**config.mk**
```make
export PLATFORM = sky130hd
export DESIGN_NAME = decoder_3_8_pulse
export DESIGN_NICKNAME = d
export VERILOG_FILES = /design/src/rtl/decoder_pkg.sv /design/src/rtl/decoder_3_8_pulse_hold_timer.sv /design/src/rtl/decoder_3_8_pulse.sv
export SDC_FILE = /design/constraint.sdc
export NUM_CORES = 1
export LEC_CHECK = 0
export CORE_MARGIN = 1
export CORE_UTILIZATION = 29
export DETAILED_ROUTE_END_ITERATION = 10
export SYNTH_ARGS = -nofsm -noshare
export SYNTH_HDL_FRONTEND = slang
export SYNTH_HIERARCHICAL = 1
export SYNTH_SLANG_ARGS = --single-unit
```
**constraint.sdc**
```tcl
create_clock -name clk -period 2.19 [get_ports clk]
set_input_delay 0.438 -clock clk [delete_from_list [all_inputs] [get_ports clk]]
set_output_delay 0.438 -clock clk [all_outputs]
set_load 0.02 [all_outputs]
```
**src/rtl/decoder_pkg.sv**
```systemverilog
// rtl/decoder_pkg.sv - shared types and constants for the 3-to-8 pulse decoder
//
// Purpose: state encoding, datapath widths and the code-to-one-hot helper
// used by decoder_3_8_pulse and hold_timer.
// Ports:   none (package).

package decoder_pkg;

  localparam int CODE_W   = 3;
  localparam int ONEHOT_W = 8;
  localparam int CNT_W    = 8;

  typedef enum logic [1:0] {
    IDLE  = 2'd0,
    DRIVE = 2'd1,
    GAP   = 2'd2
  } dec_state_t;

  function automatic logic [ONEHOT_W-1:0] decode_code(input logic [CODE_W-1:0] code);
    return ONEHOT_W'(1) << code;
  endfunction

endpackage

```
**src/rtl/decoder_3_8_pulse_hold_timer.sv**
```systemverilog
// rtl/decoder_3_8_pulse_hold_timer.sv - loadable down-counter timing the hold and gap phases
//
// Purpose: 8-bit down-counter shared by the DRIVE and GAP phases. A load
//          takes priority over a decrement; the counter never wraps below 0.
// Ports:
//   clk      in   rising-edge clock
//   rst      in   asynchronous active-high reset (counter -> 0)
//   load     in   load load_val this edge
//   load_val in   value to load
//   dec      in   decrement this edge (ignored when already zero)
//   zero     out  counter currently holds 0 (decoded from the flop)

module hold_timer
  import decoder_pkg::*;
(
  input  logic             clk,
  input  logic             rst,
  input  logic             load,
  input  logic [CNT_W-1:0] load_val,
  input  logic             dec,
  output logic             zero
);

  logic [CNT_W-1:0] cnt_q;
  logic [CNT_W-1:0] cnt_d;

  always_comb begin
    cnt_d = cnt_q;
    if (load) begin
      cnt_d = load_val;
    end else if (dec && (cnt_q != '0)) begin
      cnt_d = cnt_q - CNT_W'(1);
    end
  end

  always_ff @(posedge clk or posedge rst) begin
    if (rst) begin
      cnt_q <= '0;
    end else begin
      cnt_q <= cnt_d;
    end
  end

  assign zero = (cnt_q == '0);

endmodule

```
**src/rtl/decoder_3_8_pulse.sv**
```systemverilog
// rtl/decoder_3_8_pulse.sv - registered 3-to-8 decoder emitting timed one-hot pulses
//
// Purpose: accepts a 3-bit code on a valid/ready handshake, drives the
//          matching one-hot line for HOLD_CYCLES cycles, then holds all
//          lines low for GAP_CYCLES cycles before accepting the next code.
// Ports:
//   clk         in   rising-edge clock
//   rst         in   asynchronous active-high reset
//   code_in     in   [2:0] index to decode, sampled on accept
//   code_valid  in   code_in is valid
//   code_ready  out  a code can be accepted this cycle
//   onehot_out  out  [7:0] one-hot decode of the latched code, or zero
//   busy        out  pulse or gap in progress
//   done        out  one-cycle pulse marking the end of each hold phase

module decoder_3_8_pulse
  import decoder_pkg::*;
#(
  parameter int HOLD_CYCLES = 4,
  parameter int GAP_CYCLES  = 2
) (
  input  logic                clk,
  input  logic                rst,
  input  logic [CODE_W-1:0]   code_in,
  input  logic                code_valid,
  output logic                code_ready,
  output logic [ONEHOT_W-1:0] onehot_out,
  output logic                busy,
  output logic                done
);

  // Counter reload values: the phase lasts (value + 1) cycles.
  localparam logic [CNT_W-1:0] HOLD_LOAD = CNT_W'(HOLD_CYCLES - 1);
  localparam logic [CNT_W-1:0] GAP_LOAD  = (GAP_CYCLES > 0) ? CNT_W'(GAP_CYCLES - 1) : '0;
  localparam bit               HAS_GAP   = (GAP_CYCLES > 0);

  dec_state_t          state_q, state_d;
  logic                ready_q, ready_d;
  logic                busy_q, busy_d;
  logic                done_q, done_d;
  logic [ONEHOT_W-1:0] onehot_q, onehot_d;

  logic                tmr_load;
  logic [CNT_W-1:0]    tmr_val;
  logic                tmr_dec;
  logic                tmr_zero;
  logic                accept;

  // ready_q is a flop, so the handshake has no combinational path to outputs.
  assign accept = code_valid && ready_q;

  hold_timer u_timer (
    .clk      (clk),
    .rst      (rst),
    .load     (tmr_load),
    .load_val (tmr_val),
    .dec      (tmr_dec),
    .zero     (tmr_zero)
  );

  always_comb begin
    state_d  = state_q;
    ready_d  = ready_q;
    busy_d   = busy_q;
    onehot_d = onehot_q;
    done_d   = 1'b0;
    tmr_load = 1'b0;
    tmr_val  = HOLD_LOAD;
    tmr_dec  = 1'b0;

    case (state_q)
      IDLE: begin
        // Also where code_ready first rises after reset release.
        ready_d  = 1'b1;
        busy_d   = 1'b0;
        onehot_d = '0;
        if (accept) begin
          onehot_d = decode_code(code_in);
          ready_d  = 1'b0;
          busy_d   = 1'b1;
          tmr_load = 1'b1;
          tmr_val  = HOLD_LOAD;
          state_d  = DRIVE;
        end
      end

      DRIVE: begin
        if (tmr_zero) begin
          onehot_d = '0;
          done_d   = 1'b1;
          if (HAS_GAP) begin
            tmr_load = 1'b1;
            tmr_val  = GAP_LOAD;
            state_d  = GAP;
          end else begin
            busy_d  = 1'b0;
            ready_d = 1'b1;
            state_d = IDLE;
          end
        end else begin
          tmr_dec = 1'b1;
        end
      end

      GAP: begin
        onehot_d = '0;
        if (tmr_zero) begin
          busy_d  = 1'b0;
          ready_d = 1'b1;
          state_d = IDLE;
        end else begin
          tmr_dec = 1'b1;
        end
      end

      default: begin
        state_d  = IDLE;
        ready_d  = 1'b0;
        busy_d   = 1'b0;
        onehot_d = '0;
      end
    endcase
  end

  always_ff @(posedge clk or posedge rst) begin
    if (rst) begin
      state_q  <= IDLE;
      ready_q  <= 1'b0;
      busy_q   <= 1'b0;
      done_q   <= 1'b0;
      onehot_q <= '0;
    end else begin
      state_q  <= state_d;
      ready_q  <= ready_d;
      busy_q   <= busy_d;
      done_q   <= done_d;
      onehot_q <= onehot_d;
    end
  end

  assign code_ready = ready_q;
  assign busy       = busy_q;
  assign done       = done_q;
  assign onehot_out = onehot_q;

endmodule
```
==> impl_metrics.ini, run 1 <==
[run_status]
status = finished clean

[logic_synthesis]
syn_area_sq_mm = 0.00114
ys_warn_count = 6
synth_cell_types = 37
yosysMostFrequentCell = dfrtp_1
synth_top_area_cell = dfrtp_1
ys_seq_area_share_pct = 46.1
yosysTopAreaCellShare_pct = 46.1
netlist_instances = 118
synth-edff-count = 0
synthTopCellsByArea = dfrtp_1 46%, ha_1 6.6%, nand2_1 6.6%, o21ai_0 3.1%, inv_1 3.0%
synth_flop_cell = dfrtp_1
netlist_top_cells_count = 21 x dfrtp_1, 20 x nand2_1, 9 x inv_1
postSynth.asyncResetShare_pct = 100
synth-seq-cells = 21
syn_area_per_cell_sq_um = 9.66

[worst_setup_path]
r2r-end = state_q[1]
worstPathArrival_ns = 2.22
cp-start-kind = flop
startpoint = u_timer/cnt_q[1]
regToRegStartpoint = u_timer/cnt_q[1]
cp.required_ns = 2.33
crit_end = state_q[1]
crit_chain = inv_1, ha_1, or4b_4, nor2_4, o21ba_2, a21oi_1, mux2_1
critPathBufInv = 1
critPathMaxStageDelay_ns = 0.48
crit_type = flop to flop
crit_slowest_cell = or4b_4
endpoint_kind = flop
r2r_slack_ns = 0.12
critical_path.max_fanout = 5
crit_cells = 7
crit_family = simple AND/OR/NAND/NOR gates
ff2ff_path_depth = 7

[floorplanning]
die_y_um = 64.7
start_util_pct = 30.7
coreArea_sq_mm = 0.00372
die_area_sq_mm = 0.00419
die_w_um = 64.7
ios = 17
rows = 22

[power_and_ir_drop]
powerDensity_mw_per_mm2 = 1180
vdd_drop_max_mv = 0.425
power_frac_clock_pct = 14.9
p_switching_uw = 690
leakage_nw = 0.631
combPwrFrac_pct = 48.2
sequentialPowerShare_pct = 36.8
power_mw = 1.72
p_sw_share_pct = 40.2
internal_power_mw = 1.03

[placed_design]
io_buffers = 16
place.gp.congestion = 0.746
dp_cells = 190
hpwlAfterDp_um = 1800

[timing]
setup_viol = 0
worst_pin_slew_ns = 0.736
setup_tns_ns = 0
slew-limit-headroom_pct = 50.3
max_freq_mhz = 482
maxSlewViolCount = 0
period_minus_slack_ns = 2.07
fin_worst_hold_slack_ns = 0.448
clock_skew_ns = 0.00296
hold_violations = 0
timing.final.crit_share_pct = 94.7

[grt]
grt_pass1_vias = 887
antenna_found_initial = 0
grt-ovfl-total = 0
grt_max_degree = 17
grt_pass1_wl_um = 3950
track_usage_pct = 12.2

[cells_and_area]
drive_gt1_share_pct = 13.0
final_util_pct = 39.3
area_growth_pct = 28.1
fin_nets = 159
final_cells = 194
num_antenna_cells = 0

[clock_tree]
path_clk_slew_ns = 0.08
h-tree-depth = 1
clock_latency_ns = 0.26
cts_root_buf = clkbuf_8
ctsLongestPathBuffers = 2
cts_buffers = 3
postCtsHoldBufs = 0
post_cts_buffers = 0
cts_tree = built
clock-sinks = 21

[route]
wl_um = 2290
first_pass_iters = 4
wl_per_cell_um = 11.8
drt_iter0_drc = 61
vias = 886
via_per_inst = 4.57
antenna_left = 0
remaining_drc_errors = 0

[min_path]
hold_path.class = input port to async pin

[job]
cap_violations = 0
cells by family after synthesis:
kind of cell,synth area share (%)
flops,46.1
xor+xnor,3.07
simple gates,21.2
other cells,0.659
mux,2.85
fa+ha+maj,6.59
buf+inv,4.28
compound gates,15.3
how the worst min path moves through the flow:
stage	endpoint	from	cells past startpoint	slack, ns
2_1_floorplan	u_timer/cnt_q[0]	rst	1	0.25
3_3_place_gp	onehot_out[4]	onehot_out[4]	2	0.46
3_5_place_dp	onehot_out[4]	onehot_out[4]	2	0.47
4_1_cts	u_timer/cnt_q[4]	rst	2	0.45
5_1_grt	u_timer/cnt_q[5]	rst	2	0.47
6_report	u_timer/cnt_q[5]	rst	2	0.45
state kept, by name, summed over array words and instances (netlist names):
register,count
code_ready,1
state_q,2
u_timer/cnt_q,8
busy,1
done,1
onehot_out,8
repair_timing:
action                                  4_1_cts  5_1_grt
pin swaps                                     0        2
resized for setup                             1        3
cloned                                        0        0
endpoints found under the setup margin        1        7
power by group through the flow:
stage                     logic (mW)  registers (mW)  clock network, mW
final                          0.829           0.633              0.256
after global routing           0.934           0.651              0.280
after CTS                      0.824           0.628              0.264
after detailed placement       0.818           0.633                  0
after global placement         0.784           0.628                  0
after floorplan                0.575           0.638                  0
per-stage QoR:
step	instance area, sq um	setup WS (ns)
after floorplan	1160	0.0157
after global placement	1400	0.102
after detailed placement	1400	-0.00939
after CTS	1450	0.0605
after global routing	1460	-0.00285
final	1460	0.117
worst register-to-register path: stages (launching register included):
cell and delay, ns:
dfrtp_1 0.39, inv_1 0.10, ha_1 0.16, or4b_4 0.48, nor2_4 0.14, o21ba_2 0.19, a21oi_1 0.15, mux2_1 0.34
area by class of cell:
class | instances | area, sq um
multi-input cells | 91 | 597
inverters | 9 | 33.8
fillers | 375 | 2260
repair buffers | 21 | 198
well taps | 48 | 60.1
clock inverters | 1 | 5.00
clock buffers | 3 | 41.3
flip-flops and latches | 21 | 526
routing by layer:
layer / vias to the layer above / part of all wire (%) / GRT usage [%]
met5: - / 0 / 0
met4: 0 / 0.26 / 3.33
met3: 2 / 3.7 / 2.46
met2: 19 / 48 / 21.1
met1: 411 / 48 / 15.4
li1: 454 / - / -
cells in the final DEF, fill, tap and decap left out, types with 3 or more instances in the layout:
master and instances:
dfrtp_1 21, nand2_1 20, clkdlybuf4s50_1 16, inv_1 9, o21ai_1 7, conb_1 7
o21ai_0 6, ha_1 6, buf_4 5, nand3_1 3, nor2b_1 3, o21ai_2 3
a21oi_1 3, nor2_1 3, clkbuf_8 3
No activity file was read; power rests on OpenSTA's default activity.
==> run 2: changes to the inputs <==
- HOLD_SLACK_MARGIN: not set -> 0.15
==> results of run 2 <==
The final DEF is identical to that of run 1; final timing and power are the same.
